<file path="config.mk">
export PLATFORM = sky130hd
export DESIGN_NAME = pipelined_cpu_flat
export DESIGN_NICKNAME = d
export VERILOG_FILES = /design/src/rtl/pipelined_cpu_if.sv /design/src/rtl/pipelined_cpu.sv /design/src/flat_wrapper.sv
export SDC_FILE = /design/constraint.sdc
export NUM_CORES = 2
export LEC_CHECK = 0
export CAP_MARGIN = 20
export CORE_MARGIN = 10
export CORE_UTILIZATION = 55
export CTS_CLUSTER_DIAMETER = 120
export CTS_CLUSTER_SIZE = 28
export DETAILED_ROUTE_END_ITERATION = 6
export PLACE_DENSITY = 0.8
export SYNTH_ARGS = -nofsm -noshare
export SYNTH_HDL_FRONTEND = slang
export SYNTH_SLANG_ARGS = --single-unit
</file>
<file path="constraint.sdc">
create_clock -name clk -period 125.1 [get_ports clk]
set_input_delay 18.765 -clock clk [delete_from_list [all_inputs] [get_ports clk]]
set_output_delay 18.765 -clock clk [all_outputs]
set_load 0.02 [all_outputs]
</file>
<file path="src/rtl/pipelined_cpu_if.sv">
// Memory bus of the pipelined CPU: instruction fetch port, load port and store port.
interface pipelined_cpu_if;
    logic [31:0] mem_read0_addr;
    logic [31:0] mem_read0_data;
    logic [31:0] mem_read1_addr;
    logic [31:0] mem_read1_data;
    logic        mem_write_en;
    logic [31:0] mem_write_addr;
    logic [31:0] mem_write_data;

    modport master (
        output mem_read0_addr,
        input  mem_read0_data,
        output mem_read1_addr,
        input  mem_read1_data,
        output mem_write_en,
        output mem_write_addr,
        output mem_write_data
    );

    modport slave (
        input  mem_read0_addr,
        output mem_read0_data,
        input  mem_read1_addr,
        output mem_read1_data,
        input  mem_write_en,
        input  mem_write_addr,
        input  mem_write_data
    );
endinterface

</file>
<file path="src/rtl/pipelined_cpu.sv">
// Five-stage in-order 32-bit CPU (F/D/E/M/W) with full forwarding, load-use stall,
// branch/JALR resolution in E and a HALT that freezes fetch until reset.
module pipelined_cpu (
    input  logic            clk,
    input  logic            reset,
    pipelined_cpu_if.master mem,
    output logic [31:0]     ret_val,
    output logic [3:0]      flags,
    output logic [31:0]     cpu_pc
);
    localparam logic [4:0] OP_ALU  = 5'd0;
    localparam logic [4:0] OP_ALUI = 5'd1;
    localparam logic [4:0] OP_LUI  = 5'd2;
    localparam logic [4:0] OP_LD   = 5'd3;
    localparam logic [4:0] OP_ST   = 5'd4;
    localparam logic [4:0] OP_BR   = 5'd5;
    localparam logic [4:0] OP_JALR = 5'd6;
    localparam logic [4:0] OP_HALT = 5'd31;
    localparam logic [31:0] WORD_MASK = 32'hFFFF_FFFC;

    // Returns {C, Z, S, O, result}.
    function automatic logic [35:0] alu(input logic [4:0] func, input logic [31:0] a, input logic [31:0] b);
        logic [32:0] sum;
        logic [31:0] r;
        logic        c;
        logic        o;
        sum = 33'd0;
        r   = 32'd0;
        c   = 1'b0;
        o   = 1'b0;
        case (func)
            5'd0: begin
                sum = {1'b0, a} + {1'b0, b};
                r = sum[31:0];
                c = sum[32];
                o = (a[31] == b[31]) && (r[31] != a[31]);
            end
            5'd1: begin
                sum = {1'b0, a} - {1'b0, b};
                r = sum[31:0];
                c = sum[32];
                o = (a[31] != b[31]) && (r[31] != a[31]);
            end
            5'd2:    r = a & b;
            5'd3:    r = a | b;
            5'd4:    r = a ^ b;
            5'd5:    r = a << b[4:0];
            5'd6:    r = a >> b[4:0];
            5'd7:    r = $signed(a) >>> b[4:0];
            default: r = 32'd0;
        endcase
        return {c, (r == 32'd0), r[31], o, r};
    endfunction

    function automatic logic [31:0] fwd(input logic [4:0] idx, input logic [31:0] base,
                                        input logic m_en, input logic [4:0] m_rd, input logic [31:0] m_val,
                                        input logic w_en, input logic [4:0] w_rd, input logic [31:0] w_val);
        logic [31:0] v;
        if (idx == 5'd0)                 v = 32'd0;
        else if (m_en && (m_rd == idx))  v = m_val;
        else if (w_en && (w_rd == idx))  v = w_val;
        else                             v = base;
        return v;
    endfunction

    logic [31:0] rf [32];
    logic [31:0] pc_r;
    logic        halted_r;
    logic        fd_valid_r;
    logic [31:0] fd_ins_r, fd_pc_r;
    logic        de_valid_r;
    logic [31:0] de_ins_r, de_pc_r, de_ra_val_r, de_rb_val_r, de_rc_val_r;
    logic        em_wen_r, em_load_r, em_we_r;
    logic [4:0]  em_rd_r;
    logic [31:0] em_result_r, em_addr_r, em_wdata_r;
    logic        mw_wen_r;
    logic [4:0]  mw_rd_r;
    logic [31:0] mw_data_r;
    logic [3:0]  flags_r;

    logic [4:0]  d_op, d_ra, d_rb, d_rc;
    logic [31:0] d_ra_val, d_rb_val, d_rc_val;
    logic        load_use, fetch_halt;
    logic [4:0]  e_op, e_rd, e_rb, e_rc, e_func;
    logic [31:0] e_a, e_c, e_sd, e_imm12, e_imm17, e_imm22, e_result, e_addr, e_target;
    logic [35:0] e_aluv;
    logic        e_wen, e_load, e_store, e_flag_we, e_taken, e_cond;

    // Decode: register read with W-stage write-through and load-use detection.
    always_comb begin
        d_op = fd_ins_r[31:27];
        d_ra = fd_ins_r[26:22];
        d_rb = fd_ins_r[21:17];
        d_rc = fd_ins_r[4:0];
        d_ra_val = fwd(d_ra, rf[d_ra], 1'b0, 5'd0, 32'd0, mw_wen_r, mw_rd_r, mw_data_r);
        d_rb_val = fwd(d_rb, rf[d_rb], 1'b0, 5'd0, 32'd0, mw_wen_r, mw_rd_r, mw_data_r);
        d_rc_val = fwd(d_rc, rf[d_rc], 1'b0, 5'd0, 32'd0, mw_wen_r, mw_rd_r, mw_data_r);
        if (fd_valid_r && de_valid_r && (de_ins_r[31:27] == OP_LD) && (de_ins_r[26:22] != 5'd0)) begin
            load_use = ((d_op <= OP_ST || d_op == OP_JALR) && (d_rb == de_ins_r[26:22]))
                     || ((d_op == OP_ALU) && (d_rc == de_ins_r[26:22]))
                     || ((d_op == OP_ST) && (d_ra == de_ins_r[26:22]));
        end else begin
            load_use = 1'b0;
        end
        fetch_halt = (mem.mem_read0_data[31:27] == OP_HALT);
    end

    // Execute: forwarded operands, ALU, address generation and branch resolution.
    always_comb begin
        e_op    = de_ins_r[31:27];
        e_rd    = de_ins_r[26:22];
        e_rb    = de_ins_r[21:17];
        e_func  = de_ins_r[16:12];
        e_rc    = de_ins_r[4:0];
        e_imm12 = {{20{de_ins_r[11]}}, de_ins_r[11:0]};
        e_imm17 = {{15{de_ins_r[16]}}, de_ins_r[16:0]};
        e_imm22 = {{10{de_ins_r[21]}}, de_ins_r[21:0]};
        e_a  = fwd(e_rb, de_rb_val_r, em_wen_r, em_rd_r, em_result_r, mw_wen_r, mw_rd_r, mw_data_r);
        e_c  = fwd(e_rc, de_rc_val_r, em_wen_r, em_rd_r, em_result_r, mw_wen_r, mw_rd_r, mw_data_r);
        e_sd = fwd(e_rd, de_ra_val_r, em_wen_r, em_rd_r, em_result_r, mw_wen_r, mw_rd_r, mw_data_r);
        e_aluv = alu(e_func, e_a, (e_op == OP_ALU) ? e_c : e_imm12);
        e_addr = (e_a + e_imm17) & WORD_MASK;
        case (e_rd)
            5'd0:    e_cond = 1'b1;
            5'd1:    e_cond = flags_r[2];
            5'd2:    e_cond = !flags_r[2];
            5'd3:    e_cond = flags_r[1];
            5'd4:    e_cond = !flags_r[1];
            5'd5:    e_cond = flags_r[3];
            5'd6:    e_cond = !flags_r[3];
            default: e_cond = 1'b0;
        endcase
        e_result  = 32'd0;
        e_wen     = 1'b0;
        e_load    = 1'b0;
        e_store   = 1'b0;
        e_flag_we = 1'b0;
        e_taken   = 1'b0;
        e_target  = de_pc_r + 32'd4 + {e_imm22[29:0], 2'b00};
        if (de_valid_r) begin
            case (e_op)
                OP_ALU, OP_ALUI: begin
                    e_result  = e_aluv[31:0];
                    e_wen     = 1'b1;
                    e_flag_we = 1'b1;
                end
                OP_LUI: begin
                    e_result = {de_ins_r[21:0], 10'd0};
                    e_wen    = 1'b1;
                end
                OP_LD: begin
                    e_wen  = 1'b1;
                    e_load = 1'b1;
                end
                OP_ST:   e_store = 1'b1;
                OP_BR:   e_taken = e_cond;
                OP_JALR: begin
                    e_result = de_pc_r + 32'd4;
                    e_wen    = 1'b1;
                    e_taken  = 1'b1;
                    e_target = e_a & WORD_MASK;
                end
                default: e_wen = 1'b0;
            endcase
        end else begin
            e_wen = 1'b0;
        end
    end

    // Front end: PC, halt latch, F/D and D/E registers with flush and stall.
    always_ff @(posedge clk or posedge reset) begin
        if (reset) begin
            pc_r        <= 32'd0;
            halted_r    <= 1'b0;
            fd_valid_r  <= 1'b0;
            fd_ins_r    <= 32'd0;
            fd_pc_r     <= 32'd0;
            de_valid_r  <= 1'b0;
            de_ins_r    <= 32'd0;
            de_pc_r     <= 32'd0;
            de_ra_val_r <= 32'd0;
            de_rb_val_r <= 32'd0;
            de_rc_val_r <= 32'd0;
        end else if (e_taken) begin
            // A taken transfer also cancels a HALT fetched on the wrong path.
            pc_r       <= e_target;
            halted_r   <= 1'b0;
            fd_valid_r <= 1'b0;
            de_valid_r <= 1'b0;
        end else if (load_use) begin
            de_valid_r <= 1'b0;
        end else begin
            de_valid_r  <= fd_valid_r;
            de_ins_r    <= fd_ins_r;
            de_pc_r     <= fd_pc_r;
            de_ra_val_r <= d_ra_val;
            de_rb_val_r <= d_rb_val;
            de_rc_val_r <= d_rc_val;
            if (halted_r || fetch_halt) begin
                halted_r   <= 1'b1;
                fd_valid_r <= 1'b0;
            end else begin
                pc_r       <= pc_r + 32'd4;
                fd_valid_r <= 1'b1;
                fd_ins_r   <= mem.mem_read0_data;
                fd_pc_r    <= pc_r;
            end
        end
    end

    // Back end: E/M and M/W registers plus the flags register.
    always_ff @(posedge clk or posedge reset) begin
        if (reset) begin
            em_wen_r    <= 1'b0;
            em_load_r   <= 1'b0;
            em_we_r     <= 1'b0;
            em_rd_r     <= 5'd0;
            em_result_r <= 32'd0;
            em_addr_r   <= 32'd0;
            em_wdata_r  <= 32'd0;
            mw_wen_r    <= 1'b0;
            mw_rd_r     <= 5'd0;
            mw_data_r   <= 32'd0;
            flags_r     <= 4'd0;
        end else begin
            em_wen_r    <= e_wen && (e_rd != 5'd0);
            em_load_r   <= e_load;
            em_we_r     <= e_store;
            em_rd_r     <= e_rd;
            em_result_r <= e_result;
            em_addr_r   <= e_addr;
            em_wdata_r  <= e_sd;
            mw_wen_r    <= em_wen_r;
            mw_rd_r     <= em_rd_r;
            mw_data_r   <= em_load_r ? mem.mem_read1_data : em_result_r;
            if (e_flag_we) begin
                flags_r <= e_aluv[35:32];
            end
        end
    end

    // Register file, written from W.
    always_ff @(posedge clk or posedge reset) begin
        if (reset) begin
            for (int i = 0; i < 32; i++) rf[i] <= 32'd0;
        end else if (mw_wen_r) begin
            rf[mw_rd_r] <= mw_data_r;
        end
    end

    assign mem.mem_read0_addr = pc_r;
    assign mem.mem_read1_addr = em_addr_r;
    assign mem.mem_write_en   = em_we_r;
    assign mem.mem_write_addr = em_addr_r;
    assign mem.mem_write_data = em_wdata_r;
    assign ret_val = rf[1];
    assign flags   = flags_r;
    assign cpu_pc  = pc_r;
endmodule

</file>
<file path="src/flat_wrapper.sv">
// flat-port wrapper written by rule: the top's interface ports become plain ports
module pipelined_cpu_flat 
  (clk, reset, ret_val, flags, cpu_pc, mem_mem_read0_addr, mem_mem_read0_data, mem_mem_read1_addr, mem_mem_read1_data, mem_mem_write_en, mem_mem_write_addr, mem_mem_write_data);
  pipelined_cpu_if mem_i ();
  input  logic clk;
  input  logic reset;
  output logic [31:0] ret_val;
  output logic [3:0] flags;
  output logic [31:0] cpu_pc;
  output wire logic [$bits(mem_i.mem_read0_addr)-1:0] mem_mem_read0_addr;
  input wire logic [$bits(mem_i.mem_read0_data)-1:0] mem_mem_read0_data;
  output wire logic [$bits(mem_i.mem_read1_addr)-1:0] mem_mem_read1_addr;
  input wire logic [$bits(mem_i.mem_read1_data)-1:0] mem_mem_read1_data;
  output wire logic [$bits(mem_i.mem_write_en)-1:0] mem_mem_write_en;
  output wire logic [$bits(mem_i.mem_write_addr)-1:0] mem_mem_write_addr;
  output wire logic [$bits(mem_i.mem_write_data)-1:0] mem_mem_write_data;
  assign mem_mem_read0_addr = mem_i.mem_read0_addr;
  assign mem_i.mem_read0_data = mem_mem_read0_data;
  assign mem_mem_read1_addr = mem_i.mem_read1_addr;
  assign mem_i.mem_read1_data = mem_mem_read1_data;
  assign mem_mem_write_en = mem_i.mem_write_en;
  assign mem_mem_write_addr = mem_i.mem_write_addr;
  assign mem_mem_write_data = mem_i.mem_write_data;
  pipelined_cpu u_core (.clk(clk), .reset(reset), .mem(mem_i), .ret_val(ret_val), .flags(flags), .cpu_pc(cpu_pc));
endmodule
</file>
==> results list <==
- CP Data Arrival Time: ~24 ns
* Cell area after layout: around 0.10 mm²
- The path with the worst hold slack has its endpoint at u_core.mw_rd_r[0].
- Yosys synthesis warning count: 0
- Flip-flop cell with the highest count after synthesis: sky130_fd_sc_hd__dfrtp_1
- The later pin in the worst-skew pair is clocked with a latency of roughly 0.83 ns.
- # Post-CTS Setup Buffers: 0
* Cell area after placement: roughly 0.098 mm²
- Max-cap violations in this run came to 0.
- Core Rows: between 150 and 200
- Setup-failing EPs final: 0
* Slew at the pin closest to its max-slew limit: ~1.4 ns
* Pre-antenna DRT Iters: 7
- Starting utilization of the core area: 0.5550
- Slew Limit Fails: 0
- Clock-pin transition on the worst setup and hold timing paths: 0.12 ns
- The clock passes through at most 3 buffers.
- Depth of the worst register-to-register path: 23
- Worst slew slack as a fraction of its limit: 0.05749
- Static timing analysis puts the maximum clock frequency at approximately 0.043 GHz.
- Summed over all layers, the global routing overflow is 0.
- The worst hold path was traced through 0 stages.
- Entering global routing, the biggest net connects 176 pins.
- Synthesis produced 7640 cells.
- Crit Path Class: in -> async
* Met2 usage in global routing: 0.5466
* Number of H-tree branching levels: 2
* Period utilisation layout: 0.1841
* Worst Path Max Fanout: 90
- Required time at the worst-slack endpoint: about 130 ns
- In this run, CTS created clock tree buffers numbering 60.
- For this design the static power due to leakage is approximately 0.043 µW.
- Wirelength, routed: 361.8 mm
* Die span in x: around 430 µm
* Commonest non-fill, non-tap cell in the layout: sky130_fd_sc_hd__dfrtp_1
* Port Buffers: between 200 and 300
- In the final design database the tool counted 7571 nets.
- Detailed-placement wirelength estimate: 244.5 mm
* Final-layout fill cell count: about 13k
* First-pass GRT wire length: 518.6 mm
- In the synthesized netlist the async set-or-reset flop fraction comes to 1.000.
- Antenna-violating nets left: 0
- DRC marker count from the first detailed-route iteration: between 10k and 15k
- The critical path starts at reset.
- VDD sags by at most roughly 0.018 mV.
- Adding up every negative setup slack in the final design gives 0 ns.
- Die footprint: between 0.15 and 0.2 mm²
- # clock sinks: roughly 1.4k
- Final hold violation count: 0
- For this run, global-route usage on met3 was measured as 0.1339.
* GP Congestion: 1.106
* Synth Area per Inst: approximately 12 µm²
- In the final layout, the multi-input gates occupy 0.05495 mm².
- Share of final-layout standard cells stronger than drive strength 1: 0.3498
* Worst reg2reg setup slack: ~120 ns
- Global routing's busiest layer: met2
* Number of gates resized after cts: 0
- Final clock skew: 0.07126 ns
- Post-synthesis cell type count: approximately 100
- In the global route stage, overall resource usage came out at 0.3765.
- Measured along the y axis, the die boundary spans ~430 µm.
- Clock tree synthesis selected as its root buffer the cell sky130_fd_sc_hd__clkbuf_16.
- Reg area: 0.03577 mm²
* Synth Register Bits: 1427
- The floorplan step defined a core boundary enclosing about 0.17 mm².
- Status: complete, but fails checks
- Total vias in the final route: ~74k
* RSZ-0062 raised after global routing: no
- Critical Path Start Type: primary input
- CTS tree: done
* Area Growth Syn to Fin: 6.094%
- Launch point of the worst reg-to-reg path: u_core.de_ins_r[3]
- The final reports fail on design-rule violations.
* Part of the Yosys area used for sequential elements: 0.3784
- Antenna violations before repair: 24
* Vias in the first global route: 71.98k
- During I/O placement, the number of pins put on the boundary was 263.
- In the final routed layout, each cell accounts on average for 37.74 µm.
- In this run, synthesis inferred 0 flip-flops with an integrated enable.
- The worst setup path is captured at an async pin.
- Number of buffers added to fix hold violations after cts: 0
- Synthesized area: 0.09438 mm²
* Commonest cells after routing, fill and taps aside: sky130_fd_sc_hd__dfrtp_1 (1403), sky130_fd_sc_hd__mux2_2 (1181), sky130_fd_sc_hd__mux4_2 (960)
- Beginning of the worst hold path: u_core.em_rd_r[0]
- Met1 Track Usage GR: 0.4657
- Via density per instance: 7.697
- In the routed design, unresolved DRC markers number 49.
- In this run the power density over the cells is about 18 mW/mm².
- The tightest min-delay check is of the reg -> reg type.
- The worst path needs between 20 and 25 ns of the cycle, external delays included.
- Reg2Reg Capture Point: u_core.flags[2]
-- worst max path at each step --
| stage | end | slack, ns | cells past startpoint |
|---|---|---|---|
| 2_1_floorplan | u_core.cpu_pc[0] | 66.09 | 1 |
| 3_3_place_gp | u_core.ret_val[24] | 101.21 | 7 |
| 3_5_place_dp | u_core.ret_val[23] | 101.04 | 7 |
| 4_1_cts | u_core.rf[569] | 101.89 | 7 |
| 5_1_grt | u_core.rf[120] | 101.42 | 7 |
| 6_report | u_core.rf[760] | 102.07 | 7 |
-- worst max-delay path, stage by stage --
cell                              delay [ns]
sky130_fd_sc_hd__clkdlybuf4s50_1        0.50
sky130_fd_sc_hd__inv_8                  0.49
sky130_fd_sc_hd__buf_4                  0.83
sky130_fd_sc_hd__buf_4                  0.67
sky130_fd_sc_hd__buf_4                  0.75
sky130_fd_sc_hd__buf_4                  0.90
sky130_fd_sc_hd__buf_4                  0.76
-- sequential cells by signal, summed over array words and instances, names as in the netlist, 30 cells and up --
signal / cells
u_core.cpu_pc: 32
u_core.de_ins_r: 32
u_core.de_pc_r: 32
u_core.de_ra_val_r: 32
u_core.de_rb_val_r: 32
u_core.de_rc_val_r: 32
u_core.em_result_r: 32
u_core.fd_ins_r: 32
u_core.fd_pc_r: 32
u_core.mem.mem_read1_addr: 30
u_core.mem.mem_write_data: 32
u_core.mw_data_r: 32
u_core.ret_val: 32
u_core.rf: 992
-- power by group --
part	total [µW]	switching [µW]	internal, µW	leakage (µW)
Sequential	590	88.9	501	0.0195
Clock	251	158	93.3	0.000855
Combinational	968	623	345	0.0229
-- cells by family (layout without fill, tap and decap cells) --
| kind of cell | Yosys count | after routing | synth area share |
|---|---|---|---|
| flip-flops | 1427 | 1427 | 0.3784 |
| buffers and inverters | 969 | 684 | 0.04333 |
| AND/OR/NAND/NOR | 1353 | 1353 | 0.06553 |
| other | 1 | 15 | 0.00003973 |
| XOR/XNOR | 166 | 166 | 0.01541 |
| adder cells (fa/ha/maj) | 162 | 162 | 0.02164 |
| AO/OA/AOI/OAI | 1231 | 1231 | 0.08553 |
| multiplexers | 2331 | 2331 | 0.3902 |
-- area by class of cell --
type                            count  area share
Inverter                          125    0.004761
Clock inverter                     10    0.002287
Tap cell                         2218     0.02772
Multi-Input combinational cell   5247      0.5488
Sequential cell                  1427      0.3572
Timing Repair Buffer              482     0.04342
Clock buffer                       67     0.01547
Antenna cell                       11   0.0002749
-- per-layer routing --
layer | wire length, µm | up-vias
met2 | 155700 | 6089
met4 | 34060 | 14
li1 | - | 28607
met3 | 50260 | 1618
met5 | 99 | -
met1 | 121700 | 37467
-- per-stage QoR --
| step | power (µW) | worst slack [ns] | hold slack (ns) | cells | utilization |
|---|---|---|---|---|---|
| after floorplan | 1196 | 66.09 | 0.3519 | 7643 | - |
| after global placement | 1518 | 101.21 | 0.4577 | 9491 | 0.5778 |
| after detailed placement | 1526 | 101.04 | 0.4685 | 9494 | 0.5779 |
| after CTS | 1771 | 101.89 | 0.4785 | 9571 | 0.5884 |
| after global routing | 1856 | 101.42 | 0.4986 | 9577 | 0.5887 |
| final | 1809 | 102.07 | 0.4811 | 9587 | 0.5889 |
-- cells in the mapped netlist (48+ instances only) --
cell type,instances,area [µm²]
sky130_fd_sc_hd__nor3_1,100,500.5
sky130_fd_sc_hd__ha_1,160,2002
sky130_fd_sc_hd__dfrtp_1,1427,35710
sky130_fd_sc_hd__buf_1,188,705.7
sky130_fd_sc_hd__mux2i_1,190,1902
sky130_fd_sc_hd__o21ai_0,312,1562
sky130_fd_sc_hd__mux4_2,960,21620
sky130_fd_sc_hd__nand2_1,386,1449
sky130_fd_sc_hd__buf_4,103,773.2
sky130_fd_sc_hd__clkbuf_1,511,1918
sky130_fd_sc_hd__nand3_1,181,905.9
sky130_fd_sc_hd__a211oi_1,73,548.0
sky130_fd_sc_hd__xnor2_1,97,849.6
sky130_fd_sc_hd__mux2_2,1181,13300
sky130_fd_sc_hd__o211ai_1,92,690.7
sky130_fd_sc_hd__a21oi_1,292,1461
sky130_fd_sc_hd__a31oi_1,48,300.3
sky130_fd_sc_hd__xor2_1,69,604.3
sky130_fd_sc_hd__nor2_1,429,1610
sky130_fd_sc_hd__inv_1,120,450.4
Note: power is estimated with default switching activity, not from simulation.
